--- config.mk ---
export PLATFORM = sky130hd
export DESIGN_NAME = xcvr245_bus_ctrl
export DESIGN_NICKNAME = d
export VERILOG_FILES = /design/src/rtl/xcvr245_bus_ctrl.sv
export SDC_FILE = /design/constraint.sdc
export NUM_CORES = 1
export LEC_CHECK = 0
export CORE_ASPECT_RATIO = 0.6
export CORE_MARGIN = 2
export CORE_UTILIZATION = 25
export DETAILED_ROUTE_END_ITERATION = 8
export PLACE_DENSITY = 0.46
export SETUP_SLACK_MARGIN = 0.1
export SKIP_CTS_REPAIR_TIMING = 1
export SLEW_MARGIN = 0
export SYNTH_ARGS = -nofsm -noshare
export SYNTH_HDL_FRONTEND = slang
export SYNTH_SLANG_ARGS = --single-unit
--- constraint.sdc ---
create_clock -name clk -period 2.3 [get_ports clk]
set_input_delay 0.23 -clock clk [delete_from_list [all_inputs] [get_ports clk]]
set_output_delay 0.23 -clock clk [all_outputs]
set_load 0.02 [all_outputs]
--- src/rtl/xcvr245_bus_ctrl.sv ---
// xcvr245_bus_ctrl: A-side controller for an octal '245-style bidirectional
// transceiver. It turns single-beat read/write requests into a sequence of
// dir / nOE / A-drive controls. Guard cycles cover the transceiver's enable
// and propagation delays. dir never changes, and A is never released, while
// the transceiver is enabled.
//
// Sequence for one transfer: IDLE -> SETUP (1) -> ACTIVE (SETTLE_CYCLES)
//                            -> RECOVER (TURN_CYCLES) -> IDLE
//
// Handshake: a request is accepted on a rising edge where
// req_valid && req_ready. req_ready is high only in IDLE. rsp_valid is a
// one-cycle pulse with no backpressure, issued on re-entry to IDLE.
//
// Ports:
//   clk, reset            clock; synchronous active-high reset
//   req_valid/req_ready   request handshake
//   req_write, req_wdata  request direction (1 = A->B) and write data
//   rsp_valid, rsp_rdata  completion pulse; last read data (held)
//   xcvr_dir, xcvr_noe    transceiver direction and active-low enable
//   a_out, a_oe           A-side drive value and tri-state enable
//   a_in                  sampled A-side value
//   busy                  high whenever the controller is not in IDLE
module xcvr245_bus_ctrl #(
    parameter int DATA_W        = 8,
    parameter int SETTLE_CYCLES = 2,
    parameter int TURN_CYCLES   = 1
) (
    input  logic              clk,
    input  logic              reset,
    input  logic              req_valid,
    output logic              req_ready,
    input  logic              req_write,
    input  logic [DATA_W-1:0] req_wdata,
    output logic              rsp_valid,
    output logic [DATA_W-1:0] rsp_rdata,
    output logic              xcvr_dir,
    output logic              xcvr_noe,
    output logic [DATA_W-1:0] a_out,
    output logic              a_oe,
    input  logic [DATA_W-1:0] a_in,
    output logic              busy
);

    localparam logic [1:0] ST_IDLE    = 2'd0;
    localparam logic [1:0] ST_SETUP   = 2'd1;
    localparam logic [1:0] ST_ACTIVE  = 2'd2;
    localparam logic [1:0] ST_RECOVER = 2'd3;

    localparam logic [7:0] SETTLE_LD = 8'(SETTLE_CYCLES);
    localparam logic [7:0] TURN_LD   = 8'(TURN_CYCLES);

    logic [1:0]        state_q, state_d;
    logic [7:0]        cnt_q, cnt_d;
    logic              wr_q, wr_d;
    logic              dir_q, dir_d;
    logic              noe_q, noe_d;
    logic              a_oe_q, a_oe_d;
    logic [DATA_W-1:0] a_out_q, a_out_d;
    logic              rsp_valid_q, rsp_valid_d;
    logic [DATA_W-1:0] rdata_q, rdata_d;
    logic              ready_q, ready_d;
    logic              busy_q, busy_d;

    // Every output is a flop. Each output's next value is computed together
    // with the next state, so the outputs line up with the state they belong to.
    always_comb begin
        state_d     = state_q;
        cnt_d       = cnt_q;
        wr_d        = wr_q;
        dir_d       = dir_q;
        noe_d       = noe_q;
        a_oe_d      = a_oe_q;
        a_out_d     = a_out_q;
        rsp_valid_d = 1'b0;
        rdata_d     = rdata_q;

        case (state_q)
            ST_IDLE: begin
                // ready_q is high exactly in IDLE, so this is the accept edge.
                if (req_valid && ready_q) begin
                    state_d = ST_SETUP;
                    wr_d    = req_write;
                    dir_d   = req_write;
                    noe_d   = 1'b1;
                    a_oe_d  = req_write;
                    if (req_write) begin
                        a_out_d = req_wdata;
                    end
                end
            end
            ST_SETUP: begin
                // dir and the A drive have had a full cycle to settle.
                // The transceiver can be enabled now.
                state_d = ST_ACTIVE;
                noe_d   = 1'b0;
                cnt_d   = SETTLE_LD;
            end
            ST_ACTIVE: begin
                if (cnt_q == 8'd1) begin
                    state_d = ST_RECOVER;
                    noe_d   = 1'b1;
                    cnt_d   = TURN_LD;
                    // The only edge on which A is sampled for a read.
                    if (!wr_q) begin
                        rdata_d = a_in;
                    end
                end else begin
                    cnt_d = cnt_q - 8'd1;
                end
            end
            ST_RECOVER: begin
                // A stays driven until nOE has been high for TURN_CYCLES.
                if (cnt_q == 8'd1) begin
                    state_d     = ST_IDLE;
                    a_oe_d      = 1'b0;
                    rsp_valid_d = 1'b1;
                end else begin
                    cnt_d = cnt_q - 8'd1;
                end
            end
            default: begin
                state_d = ST_IDLE;
                noe_d   = 1'b1;
                a_oe_d  = 1'b0;
            end
        endcase

        ready_d = (state_d == ST_IDLE);
        busy_d  = (state_d != ST_IDLE);
    end

    always_ff @(posedge clk) begin
        if (reset) begin
            state_q     <= ST_IDLE;
            cnt_q       <= 8'd0;
            wr_q        <= 1'b0;
            dir_q       <= 1'b1;
            noe_q       <= 1'b1;
            a_oe_q      <= 1'b0;
            a_out_q     <= '0;
            rsp_valid_q <= 1'b0;
            rdata_q     <= '0;
            ready_q     <= 1'b1;
            busy_q      <= 1'b0;
        end else begin
            state_q     <= state_d;
            cnt_q       <= cnt_d;
            wr_q        <= wr_d;
            dir_q       <= dir_d;
            noe_q       <= noe_d;
            a_oe_q      <= a_oe_d;
            a_out_q     <= a_out_d;
            rsp_valid_q <= rsp_valid_d;
            rdata_q     <= rdata_d;
            ready_q     <= ready_d;
            busy_q      <= busy_d;
        end
    end

    assign req_ready = ready_q;
    assign busy      = busy_q;
    assign rsp_valid = rsp_valid_q;
    assign rsp_rdata = rdata_q;
    assign xcvr_dir  = dir_q;
    assign xcvr_noe  = noe_q;
    assign a_out     = a_out_q;
    assign a_oe      = a_oe_q;

    // A reset abort legitimately drops a_oe and forces dir while nOE is low.
    // The bus checks below therefore skip the cycle that follows a reset.
    logic rst_seen_q;
    always_ff @(posedge clk) begin
        rst_seen_q <= reset;
    end

    // dir may move only after nOE has been high for at least one cycle.
    a_dir_guard: assert property (@(posedge clk) disable iff (reset || rst_seen_q)
        (xcvr_dir != $past(xcvr_dir)) |-> (xcvr_noe && $past(xcvr_noe)));

    // A and the transceiver must never both drive the A side.
    a_no_contention: assert property (@(posedge clk) disable iff (reset || rst_seen_q)
        !(a_oe && !xcvr_dir && !xcvr_noe));

    a_release_safe: assert property (@(posedge clk) disable iff (reset || rst_seen_q)
        $fell(a_oe) |-> xcvr_noe);

endmodule

==> results.cfg <==
[route]
drt-total-wl_mm = 3.49
drc = 0
post_drt_wl_per_cell_um = 13.2
drt-initial-drc-count = 90
dr.pass1.iters = 4
vias = 1222
final_antenna_net_count = 0
via_per_inst = 4.63

[power_and_ir_drop]
p_switching_mw = 0.459
p_sw_share_pct = 31.4
ir_worst_vdd_v = 0.000248
clockPowerShare_pct = 29.0
pwr-share-comb_pct = 24.2
power_density_nw_per_um2 = 739
internal_power_mw = 1.00
leakage_nw = 0.820
pwr-share-seq_pct = 46.9

[logic_synthesis]
syn_area_sq_um = 1410
synth_seq_cells = 33
syn_nets = 172
synthCells = 150
synthDistinctLibCells = 36
synth_fa_ha_area_share_pct = 1.78
synthXorXnorAreaFrac_pct = 0.622
ys_warn_count = 0
postSynthAreaPerCell_sq_um = 9.39
synth_top_family_by_area = simple AND/OR/NAND/NOR gates
synth_compound_area_share_pct = 13.9
synth.area.mux_share_pct = 11.4
yosys.area_share.simple_pct = 21.3
seq_area_frac_synth_pct = 46.9

[die]
die_area_sq_um = 6270
io_pins = 42
dieWidth_um = 101
fp.dieH_um = 62.2
core-area_sq_um = 5520
initial_utilization_pct = 25.5
rows = 21

[layout]
nets = 216
syn2layout_area_growth_pct = 40.4
stdcell_area_sq_um = 1980
diodes = 0
fillers = 557
regArea_sq_um = 661
multi_input_area_sq_um = 689
drive_above_1_share_pct = 8.21

[clocking]
cts_tree = done
clockBufferDepth = 2
cts.sinks = 33
cts_buffers = 5
htreeDepth = 2
cts.clk_slew.worst_paths_ns = 0.07
root_buffer = clkbuf_8
clk_latency_ns = 0.28

[critical_path]
critical_path.cell_chain = ha_1, or3b_2, o41ai_4, nor2_1, a21oi_1
timing.rr.start = cnt_q[0]
path_buf_inv = 0
endpoint_kind = flip-flop
crit_start = cnt_q[0]
r2r_slack_ns = 0.45
critPathKind = reg -> reg
cp_top_family = simple AND/OR/NAND/NOR gates
worst_ep_required_time_ns = 2.51
critPathMaxStageDelay_ns = 0.50
critPathSlowestCell = or3b_2
critical_path_peak_fanout = 5
critPathArrivalTime_ns = 2.06
worstSetupStartpointType = flip-flop

[status]
outcome = completed

[timing]
hold_viol = 0
fin_setup_tns_ns = 0
max_clock_freq_mhz = 541
slew_viol_final = 0
worst_slew_pin_slew_ns = 0.670
relSlewSlack_pct = 55.0
fin_crit_ns = 1.85
rsz0062_at_grt = false
report.final.setup_viol = 0
finClkSkew_ns = 0.00432
fin_crit_sh_pct = 80.4

[run]
maxCapViolations = 0

[place]
placed_area_sq_um = 1900
place_hpwl_mm = 2.61
io_buffers = 41
place_congestion = 0.770

[global_routing]
antenna_found_initial = 0
grt_pass1_wl_mm = 5.77
overflow = 0
grt_pass1_vias = 1146
grt_max_degree = 30
track_usage_pct = 11.9

[hold_path]
min_from = wr_q
hold_path.class = reg -> reg
## worst register-to-register path: cells and delay by family (launching register included)
kind / cells / cell delay (ns)
AO/OA/AOI/OAI: 2 / 0.55
flip-flops: 1 / 0.40
AND/OR/NAND/NOR: 2 / 0.60
adder cells (fa/ha/maj): 1 / 0.23
## cell families (layout without fill, tap and decap cells)
kind of cell / count (synthesis) / after routing
AND/OR/NAND/NOR: 56 / 56
flip-flops: 33 / 33
AO/OA/AOI/OAI: 29 / 29
multiplexers: 16 / 16
buffers and inverters: 13 / 58
adder cells (fa/ha/maj): 2 / 2
XOR/XNOR: 1 / 1
## power groups by stage
stage                     registers (mW)  logic, mW  clock network (mW)
final                              0.685      0.353               0.423
after global routing               0.696      0.388               0.469
after CTS                          0.685      0.355               0.441
after detailed placement           0.697      0.353                   0
after global placement             0.697      0.349                   0
after floorplan                    0.685      0.252                   0
## cell type report
type                    instances  share of cell area (%)
clock buffers                   6                    3.67
clock inverters                 2                   0.506
inverters                       5                   0.949
multi-input cells             104                    34.9
flip-flops and latches         33                    33.4
well taps                      69                    4.36
repair buffers                 45                    22.3
## metal layers
metal | vias to the layer above | wire length [um] | track usage [%]
li1 | 620 | - | -
met1 | 573 | 1870 | 17.3
met2 | 24 | 1450 | 16.1
met3 | 5 | 120 | 3.27
met4 | 0 | 60 | 5.57
met5 | - | 0 | 0
## final timing paths
kind               to  cells after the start
min reg2reg      wr_q                      2
max reg2reg  cnt_q[3]                      5
min              wr_q                      2
max          cnt_q[3]                      5
## cells in the mapped netlist
cell type,number,area (sq um)
o31a_1,1,8.76
o21ai_1,1,5.00
nor3b_1,1,7.51
inv_1,5,18.8
nand3b_1,1,7.51
mux2i_1,16,160
ha_1,2,25.0
or3_1,1,6.26
o21ai_0,4,20.0
o41ai_4,1,27.5
and3_1,1,6.26
o22ai_1,1,6.26
clkbuf_1,5,18.8
nand2b_1,3,18.8
or3b_2,1,8.76
a31oi_1,3,18.8
nor4_4,1,21.3
buf_6,1,11.3
a21oi_1,12,60.1
or4_4,1,11.3
a211oi_1,3,22.5
nand3_1,3,15.0
nand4b_1,2,17.5
nand4_1,2,12.5
nor2b_1,1,6.26
a21o_1,1,7.51
o211ai_1,1,7.51
buf_2,2,10.0
dfxtp_1,33,661
xor2_1,1,8.76
nand4_2,1,12.5
nor2_1,21,78.8
nand2_1,10,37.5
nor3_1,4,20.0
nor4_1,2,12.5
o41a_1,1,11.3
## cell usage in the layout (no fill, tap or decap), types with 2 or more instances in the layout
cell type / n
mux2i_1: 16
nand4_1: 2
nor4_1: 2
nand3_1: 3
nand2b_1: 3
a31oi_1: 3
nor3_1: 4
a21oi_1: 12
buf_4: 4
o21ai_0: 4
nor2_1: 21
clkdlybuf4s50_1: 41
a211oi_1: 3
clkinv_2: 2
clkbuf_8: 5
inv_1: 5
nand2_1: 10
nand4b_1: 2
ha_1: 2
dfxtp_1: 33
## through the flow
stage	hold WS, ns	power (mW)	util [%]	worst slack [ns]	std cells
2_1_floorplan	0.374	0.937	-	0.536	150
3_3_place_gp	0.447	1.05	34.4	0.475	256
3_5_place_dp	0.452	1.05	34.4	0.451	256
4_1_cts	0.467	1.48	35.9	0.444	264
5_1_grt	0.494	1.55	35.9	0.232	264
6_report	0.464	1.46	35.9	0.450	264
## registers in the layout (all words and copies together) (netlist names)
| register | cells |
|---|---|
| rsp_rdata | 8 |
| a_out | 8 |
| state_q | 2 |
| cnt_q | 8 |
| req_ready | 1 |
| xcvr_dir | 1 |
| wr_q | 1 |
| xcvr_noe | 1 |
| a_oe | 1 |
| rsp_valid | 1 |
| busy | 1 |
No activity file was read; power rests on OpenSTA's default activity.
